## src/rtl/nonce_tx_pkg.sv

```systemverilog
// Shared types and helpers for the nonce transmit arbiter slice.
// Latency: n/a (definitions only).
// Backpressure: n/a.
package nonce_tx_pkg;

  typedef enum logic {
    IDLE = 1'b0,
    WAIT = 1'b1
  } state_e;

  // Upper nibble of the optional per-word header byte.
  localparam logic [3:0] HDR_MAGIC = 4'hA;

  // Ceiling log2; clog2(1) is 0.
  function automatic int clog2(input int v);
    int r;
    r = 0;
    while ((1 << r) < v) r++;
    return r;
  endfunction

  // Index width for a core count; a single core still gets a 1-bit index.
  function automatic int id_width(input int n);
    return (n > 1) ? clog2(n) : 1;
  endfunction

endpackage

```

## src/rtl/nonce_tx_arbiter_if.sv

```systemverilog
// Bundles the core request bus and the UART byte handshake of the arbiter.
// Latency: n/a (wires only).
// Backpressure: req_valid held until req_ready; UART paced by uart_is_transmitting.
interface nonce_tx_arbiter_if #(
  parameter int NUM_REQ    = 4,
  parameter int WORD_BYTES = 4
);
  import nonce_tx_pkg::*;

  localparam int ID_W = id_width(NUM_REQ);

  logic [NUM_REQ-1:0]              req_valid;
  logic [NUM_REQ*8*WORD_BYTES-1:0] req_data;
  logic [NUM_REQ-1:0]              req_ready;
  logic                            uart_transmit;
  logic [7:0]                      uart_tx_byte;
  logic                            uart_is_transmitting;
  logic                            busy;
  logic [ID_W-1:0]                 grant_id;

  // Arbiter side.
  modport master (
    input  req_valid, req_data, uart_is_transmitting,
    output req_ready, uart_transmit, uart_tx_byte, busy, grant_id
  );

  // Core array / UART side.
  modport slave (
    output req_valid, req_data, uart_is_transmitting,
    input  req_ready, uart_transmit, uart_tx_byte, busy, grant_id
  );

endinterface

```

## src/rtl/nonce_tx_arbiter_rr_arbiter.sv

```systemverilog
// Round-robin pick of the first requester after rr_ptr, wrapping around.
// Latency: purely combinational.
// Backpressure: none; the caller decides when the grant is taken.
module rr_arbiter
  import nonce_tx_pkg::*;
#(
  parameter int NUM_REQ = 4,
  parameter int ID_W    = id_width(NUM_REQ)
) (
  input  logic [NUM_REQ-1:0] req,
  input  logic [ID_W-1:0]    rr_ptr,
  output logic [NUM_REQ-1:0] grant,
  output logic [ID_W-1:0]    index,
  output logic               any
);

  // Scan rr_ptr+1 .. rr_ptr and keep the first hit.
  always_comb begin
    int idx;
    grant = '0;
    index = '0;
    any   = 1'b0;
    idx   = 0;
    for (int k = 0; k < NUM_REQ; k++) begin
      idx = int'(rr_ptr) + 1 + k;
      if (idx >= NUM_REQ) idx = idx - NUM_REQ;
      if (!any && req[idx]) begin
        any        = 1'b1;
        grant[idx] = 1'b1;
        index      = ID_W'(idx);
      end
    end
  end

endmodule

```

## src/rtl/nonce_tx_arbiter.sv

```systemverilog
// Shares one UART between NUM_REQ cores; serialises the granted nonce MSB byte first.
// Latency: valid sampled at edge t gives req_ready and uart_transmit in cycle t+1.
// Backpressure: one word in flight; each byte waits for uart_is_transmitting low. NONCE_TX_HEADER_EN prepends {A, id}.
module nonce_tx_arbiter
  import nonce_tx_pkg::*;
#(
  parameter int NUM_REQ    = 4,
  parameter int WORD_BYTES = 4
) (
  input logic            clk,
  input logic            rst,
  nonce_tx_arbiter_if.master bus
);

  localparam int ID_W   = id_width(NUM_REQ);
  localparam int WORD_W = 8 * WORD_BYTES;
`ifdef NONCE_TX_HEADER_EN
  localparam int HDR_BYTES = 1;
`else
  localparam int HDR_BYTES = 0;
`endif
  // The shift register carries the header (if any) in front of the payload,
  // so every frame after the first is just "shift left a byte, send the top".
  localparam int SH_W = WORD_W + 8 * HDR_BYTES;
  localparam int BL_W = clog2(WORD_BYTES + 1);
  localparam logic [BL_W-1:0] BL_INIT = BL_W'(WORD_BYTES + HDR_BYTES - 1);

  state_e              state_q, state_d;
  logic [ID_W-1:0]     rr_ptr_q, rr_ptr_d;
  logic [SH_W-1:0]     shift_q, shift_d;
  logic [BL_W-1:0]     bytes_left_q, bytes_left_d;
  logic [NUM_REQ-1:0]  req_ready_q, req_ready_d;
  logic                uart_transmit_q, uart_transmit_d;
  logic [7:0]          uart_tx_byte_q, uart_tx_byte_d;
  logic                busy_q, busy_d;
  logic [ID_W-1:0]     grant_id_q, grant_id_d;

  logic [NUM_REQ-1:0]  arb_grant;
  logic [ID_W-1:0]     arb_idx;
  logic                arb_any;
  logic [SH_W-1:0]     load_word;

  rr_arbiter #(
    .NUM_REQ (NUM_REQ),
    .ID_W    (ID_W)
  ) u_rr (
    .req    (bus.req_valid),
    .rr_ptr (rr_ptr_q),
    .grant  (arb_grant),
    .index  (arb_idx),
    .any    (arb_any)
  );

  // Frame image captured at grant: optional header followed by the winner's word.
  always_comb begin
`ifdef NONCE_TX_HEADER_EN
    logic [3:0] hdr_id;
    hdr_id = '0;
    hdr_id[ID_W-1:0] = arb_idx;
    load_word = {HDR_MAGIC, hdr_id, bus.req_data[arb_idx*WORD_W +: WORD_W]};
`else
    load_word = bus.req_data[arb_idx*WORD_W +: WORD_W];
`endif
  end

  // Grant / byte-pacing FSM; req_ready and uart_transmit are single-cycle pulses.
  always_comb begin
    state_d         = state_q;
    rr_ptr_d        = rr_ptr_q;
    shift_d         = shift_q;
    bytes_left_d    = bytes_left_q;
    req_ready_d     = '0;
    uart_transmit_d = 1'b0;
    uart_tx_byte_d  = uart_tx_byte_q;
    busy_d          = busy_q;
    grant_id_d      = grant_id_q;
    case (state_q)
      IDLE: begin
        if (arb_any && !bus.uart_is_transmitting) begin
          shift_d         = load_word;
          uart_tx_byte_d  = load_word[SH_W-1 -: 8];
          uart_transmit_d = 1'b1;
          req_ready_d     = arb_grant;
          grant_id_d      = arb_idx;
          rr_ptr_d        = arb_idx;
          busy_d          = 1'b1;
          bytes_left_d    = BL_INIT;
          state_d         = WAIT;
        end
      end
      WAIT: begin
        // The UART busy flag includes our own pulse, so skip the pulse cycle explicitly.
        if (!uart_transmit_q && !bus.uart_is_transmitting) begin
          if (bytes_left_q != '0) begin
            shift_d         = shift_q << 8;
            uart_tx_byte_d  = shift_d[SH_W-1 -: 8];
            uart_transmit_d = 1'b1;
            bytes_left_d    = bytes_left_q - 1'b1;
          end else begin
            busy_d  = 1'b0;
            state_d = IDLE;
          end
        end
      end
      default: state_d = IDLE;
    endcase
  end

  // State registers; rr_ptr resets to the last core so core 0 wins first.
  always_ff @(posedge clk) begin
    if (rst) begin
      state_q         <= IDLE;
      rr_ptr_q        <= ID_W'(NUM_REQ - 1);
      shift_q         <= '0;
      bytes_left_q    <= '0;
      req_ready_q     <= '0;
      uart_transmit_q <= 1'b0;
      uart_tx_byte_q  <= '0;
      busy_q          <= 1'b0;
      grant_id_q      <= '0;
    end else begin
      state_q         <= state_d;
      rr_ptr_q        <= rr_ptr_d;
      shift_q         <= shift_d;
      bytes_left_q    <= bytes_left_d;
      req_ready_q     <= req_ready_d;
      uart_transmit_q <= uart_transmit_d;
      uart_tx_byte_q  <= uart_tx_byte_d;
      busy_q          <= busy_d;
      grant_id_q      <= grant_id_d;
    end
  end

  assign bus.req_ready     = req_ready_q;
  assign bus.uart_transmit = uart_transmit_q;
  assign bus.uart_tx_byte  = uart_tx_byte_q;
  assign bus.busy          = busy_q;
  assign bus.grant_id      = grant_id_q;

endmodule

```

## src/flat_wrapper.sv

```systemverilog
// flat-port wrapper written by rule: the top's interface ports become plain ports
module nonce_tx_arbiter_flat import nonce_tx_pkg::*;
#(
  parameter int NUM_REQ    = 4,
  parameter int WORD_BYTES = 4
)
  (clk, rst, bus_req_valid, bus_req_data, bus_uart_is_transmitting, bus_req_ready, bus_uart_transmit, bus_uart_tx_byte, bus_busy, bus_grant_id);
  nonce_tx_arbiter_if #(.NUM_REQ(NUM_REQ), .WORD_BYTES(WORD_BYTES)) bus_i ();
  input logic clk;
  input logic rst;
  input wire logic [$bits(bus_i.req_valid)-1:0] bus_req_valid;
  input wire logic [$bits(bus_i.req_data)-1:0] bus_req_data;
  input wire logic [$bits(bus_i.uart_is_transmitting)-1:0] bus_uart_is_transmitting;
  output wire logic [$bits(bus_i.req_ready)-1:0] bus_req_ready;
  output wire logic [$bits(bus_i.uart_transmit)-1:0] bus_uart_transmit;
  output wire logic [$bits(bus_i.uart_tx_byte)-1:0] bus_uart_tx_byte;
  output wire logic [$bits(bus_i.busy)-1:0] bus_busy;
  output wire logic [$bits(bus_i.grant_id)-1:0] bus_grant_id;
  assign bus_i.req_valid = bus_req_valid;
  assign bus_i.req_data = bus_req_data;
  assign bus_i.uart_is_transmitting = bus_uart_is_transmitting;
  assign bus_req_ready = bus_i.req_ready;
  assign bus_uart_transmit = bus_i.uart_transmit;
  assign bus_uart_tx_byte = bus_i.uart_tx_byte;
  assign bus_busy = bus_i.busy;
  assign bus_grant_id = bus_i.grant_id;
  nonce_tx_arbiter #(.NUM_REQ(NUM_REQ), .WORD_BYTES(WORD_BYTES)) u_core (.clk(clk), .rst(rst), .bus(bus_i));
endmodule
```

## config.mk

```make
export PLATFORM = sky130hd
export DESIGN_NAME = nonce_tx_arbiter_flat
export DESIGN_NICKNAME = d
export VERILOG_FILES = /design/src/rtl/nonce_tx_pkg.sv /design/src/rtl/nonce_tx_arbiter_if.sv /design/src/rtl/nonce_tx_arbiter_rr_arbiter.sv /design/src/rtl/nonce_tx_arbiter.sv /design/src/flat_wrapper.sv
export SDC_FILE = /design/constraint.sdc
export NUM_CORES = 1
export LEC_CHECK = 0
export CORE_ASPECT_RATIO = 0.9
export CORE_MARGIN = 8
export CORE_UTILIZATION = 40
export CTS_CLUSTER_DIAMETER = 200
export DETAILED_ROUTE_END_ITERATION = 6
export PLACE_DENSITY_LB_ADDON = 0.2
export SKIP_LAST_GASP = 1
export SLEW_MARGIN = 10
export SYNTH_ARGS = -nofsm -noshare
export SYNTH_HDL_FRONTEND = slang
export SYNTH_SLANG_ARGS = --single-unit
```

## constraint.sdc

```tcl
create_clock -name clk -period 2.6 [get_ports clk]
set_input_delay 0.52 -clock clk [delete_from_list [all_inputs] [get_ports clk]]
set_output_delay 0.52 -clock clk [all_outputs]
set_load 0.01 [all_outputs]
```

After elaboration in Yosys (flattened, before gate mapping). Index checks and enable logic that the tools add are counted.

Logic and storage cells: 117. Output and inout port bits: 16. Register bits: 46. Input port bits: 135.

Bitwise gates (word level): 5. Add/subtract/negate cells: 9. Shifts and indexed selects: 1. Muxes and demuxes: 58. Eq/ne operators: 4. Reductions and logical operators: 19. Magnitude comparators: 12.

Operators with widths (number): $ge 32x1->1 const B (4); $lt 32x4->1 const B (4); $mux 32 (4); $shiftx 128x8->32 (1); $ge 32x4->1 const B (3); $sub 32x4->32 const B (3); $mux 24 (3); $pmux 24 s2 (1); $add 32x2->32 const B (1); $add 32x3->32 const B (1); $mux 8 (3); $mux 1 (23); $mux 4 (4); $pmux 8 s2 (1); $or 4x4->4 (3); $logic_and 1x1->1 (9); $mux 3 (3); $bmux 1 s2 (4); $demux 1 s2 (4); $mux 2 (4); $ne 2x2->1 const B (3); $pmux 1 s2 (3); $pmux 3 s2 (1); $reduce_and 3->1 (2); other kinds (11) (16).

Depth between registers and ports, before layout.
Depth after elaboration: 19. Mapped depth: 11. Mapped depth without buffers: 7.

Modules after synthesis. From an unflattened synthesis, not the netlist that was laid out.

Cell total of the unflattened synthesis: 309. Area, all modules: 3331.9 µm².

Modules (own cells, without submodules): nonce_tx_arbiter (sequential area each 920.9 µm², instances 1, area an instance 2870.3 µm², cells an instance 252); rr_arbiter (sequential area each 0.0 µm², instances 1, area an instance 461.7 µm², cells an instance 57).

Worst setup path before layout. Ideal clock, no wire load.

Kind: flip-flop to flip-flop. Start point: reg u_core.rr_ptr_q[0]. End point: reg u_core.shift_q[2]. Slack: 0.136 ns. Arrival time: 2.342 ns. Cell stages (with the launch flop): 10. Path buffers: 2. Setup time: 0.122 ns. Period minus slack after synthesis: 2.464 ns. Required time: 2.478 ns. Cells stage by stage: dfxtp_1 > buf_2 > inv_1 > ha_1 > mux2i_2 > o21a_1 > buf_4 > nand2_4 > mux2_4 > a221o_1.

Cells in the longest elaborated chain, start to end: 19. Elaborated cells between the ends (all ways): 48. Those cells by class: 8 x add/sub; 4 x order compare; 1 x eq/ne; 1 x shift; 26 x mux; 8 x reduce/logical.

RTL lines: from (decl) (RTL line nonce_tx_arbiter.sv:29) `logic [ID_W-1:0] rr_ptr_q, rr_ptr_d;`; from (signal assigned) (RTL line nonce_tx_arbiter.sv:113) `rr_ptr_q <= ID_W'(NUM_REQ - 1);`; from (signal assigned) (RTL line nonce_tx_arbiter.sv:123) `rr_ptr_q <= rr_ptr_d;`; $add 2x1->3 * (RTL line nonce_tx_arbiter_rr_arbiter.sv:25) `idx = int'(rr_ptr) + 1 + k;`; parallel branches: the longest is 18 deep, another holds $add 32x2->32; to (signal assigned) (RTL line nonce_tx_arbiter.sv:124) `shift_q <= shift_d;`; to (decl) (RTL line nonce_tx_arbiter.sv:30) `logic [SH_W-1:0] shift_q, shift_d;`.

Every way passes the cells marked *. The select of a mux whose other input is x is not followed. A chain may end at the register's enable or synchronous reset.

Worst setup path after layout.
Start point: reg u_core.rr_ptr_q[1]. End point: reg u_core.shift_q[2].

Same word-level chain as after synthesis.

==> flow_metrics.py <==
metrics = {
    "synth": {
        "syn-mean-instance-area_um2": 7.53,
        "ys_ff_latch": 46,
        "async_flop_share_pct": 0,
        "syn_inst": 531,
        "syn_nets": 676,
        "ys_warn_count": 0,
        "syn_area_um2": 4000,
        "synth_top_area_cell": "dfxtp_1",
        "yosysSeqAreaShare_pct": 23.0,
        "synthDistinctLibCells": 56,
        "synth_edf_count": 0,
        "yosys.area.top_type_share_pct": 23.0,
        "synthTopCellsByArea": "dfxtp_1 23%, a21boi_0 6.9%, and3_1 6.6%",
        "synthFlopType": "dfxtp_1",
    },
    "sta": {
        "maxSlewViolCount": 0,
        "setup_viol": 0,
        "hold_ws_ns": 0.473,
        "fin_crit_sh_pct": 94.2,
        "slew_headroom_pct": 41.9,
        "finalWorstSetupSlack_ns": 0.152,
        "period_needed_ns": 2.45,
        "fin_skew_ns": 0.00832,
        "timing.fmax_mhz": 408,
        "rsz0062_at_grt": "false",
        "tightest_slew_ns": 0.861,
        "finalHoldViolations": 0,
    },
    "cts": {
        "cts_tree": "done",
        "cts.sinks": 46,
        "cts_buffer_depth": 2,
        "cts_hold_repair.buffers": 0,
        "insertion_delay_ns": 0.31,
        "cts_buffers": 5,
        "clockRootBuffer": "clkbuf_8",
        "clkTransAtPathRegs_ns": 0.08,
        "cts_htree_levels": 2,
    },
    "global_route": {
        "grt_pass1_vias": 4682,
        "grt_pass1_wl_um": 23400,
        "met2_usage_pct": 33.3,
        "grtUsageTotal_pct": 20.8,
        "busiest_layer": "met2",
        "grt_use_met3_pct": 5.70,
        "antenna_found_initial": 0,
        "met1_usage_pct": 27.0,
        "grt.overflow.total": 0,
        "grt_max_degree": 88,
    },
    "placement": {
        "dpl_worst_slack_ns": -0.0279,
        "hpwl_um": 10800,
        "gp_congestion": 0.798,
        "port_buffers": 150,
    },
    "floorplan": {
        "start_util_pct": 41.2,
        "core_area_um2": 9700,
        "rows": 34,
        "die_y_um": 111,
        "num_io_pins": 151,
        "die_x_um": 121,
        "die_area_um2": 13500,
    },
    "setup_path": {
        "path_class": "reg2reg",
        "path_max_fanout": 8,
        "start_kind": "register",
        "cp.arrival_ns": 2.64,
        "crit_path_end_kind": "register",
        "r2r_cells": 7,
        "critical_path_required_ns": 2.80,
    },
    "route": {
        "vias": 4589,
        "wire_per_inst_um": 18.6,
        "drc": 0,
        "dr.first_iter.drc_count": 330,
        "ant_nets": 0,
        "vias_per_cell": 5.83,
        "detail_route.first_pass.iterations": 5,
        "wirelength_um": 14600,
    },
    "finish": {
        "layout-drive-gt1-share_pct": 8.47,
        "fillers": 920,
        "synthToLayoutAreaGrowth_pct": 45.1,
        "antenna_cells": 0,
        "nets": 807,
    },
    "status": {
        "outcome": "finished, final reports clean",
    },
    "power": {
        "leakagePower_nw": 2.27,
        "total_power_mw": 2.64,
        "vdd_drop_max_mv": 0.231,
        "powerDensity_nw_per_um2": 455,
    },
    "hold_path": {
        "min_path_type": "reg2reg",
        "hold_depth": 2,
    },
    "run": {
        "drv_cap": 0,
    },
}
## final cells by class
class                   count  area [um2]  share of cell area [%]
flip-flops and latches     46         921                    15.9
multi-input cells         407        2730                    47.1
well taps                 126         158                    2.72
inverters                  22        82.6                    1.42
clock buffers               6        82.6                    1.42
repair buffers            180        1830                    31.5
## cells by family after synthesis
family                   synth area share (%)
adder cells (fa/ha/maj)                  3.13
flip-flops                               23.0
buffers and inverters                    9.04
AND/OR/NAND/NOR                          20.4
AO/OA/AOI/OAI                            41.2
multiplexers                             3.19
## critical path: stages, from the launching register on
cell     delay [ns]
dfxtp_1        0.45
inv_1          0.13
ha_2           0.44
mux2i_2        0.25
o21a_2         0.28
nand2_4        0.13
mux2_4         0.31
a221o_1        0.34
## power breakdown
part           total (mW)  internal (mW)  switching [mW]  leakage, nW
Clock               0.461          0.206           0.255       0.0431
Combinational        1.31          0.641           0.666         1.85
Sequential          0.871          0.804          0.0678        0.380
Total                2.64           1.65           0.988         2.27
## worst paths after layout
path	slack, ns	endpoint	startpoint
max reg2reg	0.15	u_core.shift_q[2]$_SDFFE_PP0P_	u_core.rr_ptr_q[1]$_SDFFE_PP1P_
min reg2reg	0.47	u_core.bus.grant_id[0]$_SDFFE_PP0P_	u_core.bus.grant_id[0]$_SDFFE_PP0P_
min	0.47	u_core.bus.grant_id[0]$_SDFFE_PP0P_	u_core.bus.grant_id[0]$_SDFFE_PP0P_
max	0.15	u_core.shift_q[2]$_SDFFE_PP0P_	u_core.rr_ptr_q[1]$_SDFFE_PP1P_
## cells in the mapped netlist (4+ instances only)
library cell	number
dfxtp_1	46
o21ai_0	39
ha_1	10
buf_2	15
clkbuf_1	30
a21boi_1	4
a211o_1	9
or3_1	6
o21bai_1	7
nand2_1	9
mux2_1	7
nand3_1	35
nor2_1	26
a21boi_0	37
a31oi_1	7
inv_1	22
buf_4	6
a32oi_1	4
and3_1	42
a221o_1	12
a21oi_1	51
nor3_1	11
o211ai_1	35
o31a_1	17
## metrics by stage
stage	instance area, um2	TNS [ns]	std cells	util (%)
2_1_floorplan	4000	0	531	-
5_1_grt	5800	0	787	59.8
6_report	5800	0	787	59.8
4_1_cts	5770	0	786	59.5
3_3_place_gp	5690	0	780	58.7
3_5_place_dp	5690	-0.135	780	58.7
## registers in the layout, indices dropped and copies added (netlist names)
signal,count
u_core.bus.busy,1
u_core.rr_ptr_q,2
u_core.shift_q,24
u_core.bus.uart_tx_byte,8
u_core.bus.grant_id,2
u_core.state_q,1
u_core.bytes_left_q,3
u_core.bus.req_ready,4
u_core.bus.uart_transmit,1
## placed cells by master, fill, tap and decap left out, types with 11 or more instances in the layout
| cell | netlist | layout |
|---|---|---|
| nor2_1 | 26 | 24 |
| inv_1 | 22 | 22 |
| a21oi_1 | 51 | 51 |
| dfxtp_1 | 46 | 46 |
| o21ai_0 | 39 | 39 |
| clkdlybuf4s50_1 | 0 | 149 |
| o211ai_1 | 35 | 35 |
| and3_1 | 42 | 42 |
| a21boi_0 | 37 | 37 |
| buf_4 | 6 | 22 |
| nand3_1 | 35 | 35 |
| nor3_1 | 11 | 11 |
| o31a_1 | 17 | 17 |
| a221o_1 | 12 | 12 |
## what timing repair did
action / 4_1_cts / 5_1_grt
endpoints found under the setup margin: 0 / 5
setup buffers: 0 / 0
gates resized for setup: 0 / 1
## routing by layer
| layer | up-vias | wire length (um) |
|---|---|---|
| li1 | 2259 | - |
| met1 | 2130 | 6680 |
| met2 | 189 | 6600 |
| met3 | 11 | 1230 |
| met4 | 0 | 140 |
| met5 | - | 0 |
(Power assumes the default switching activity.)
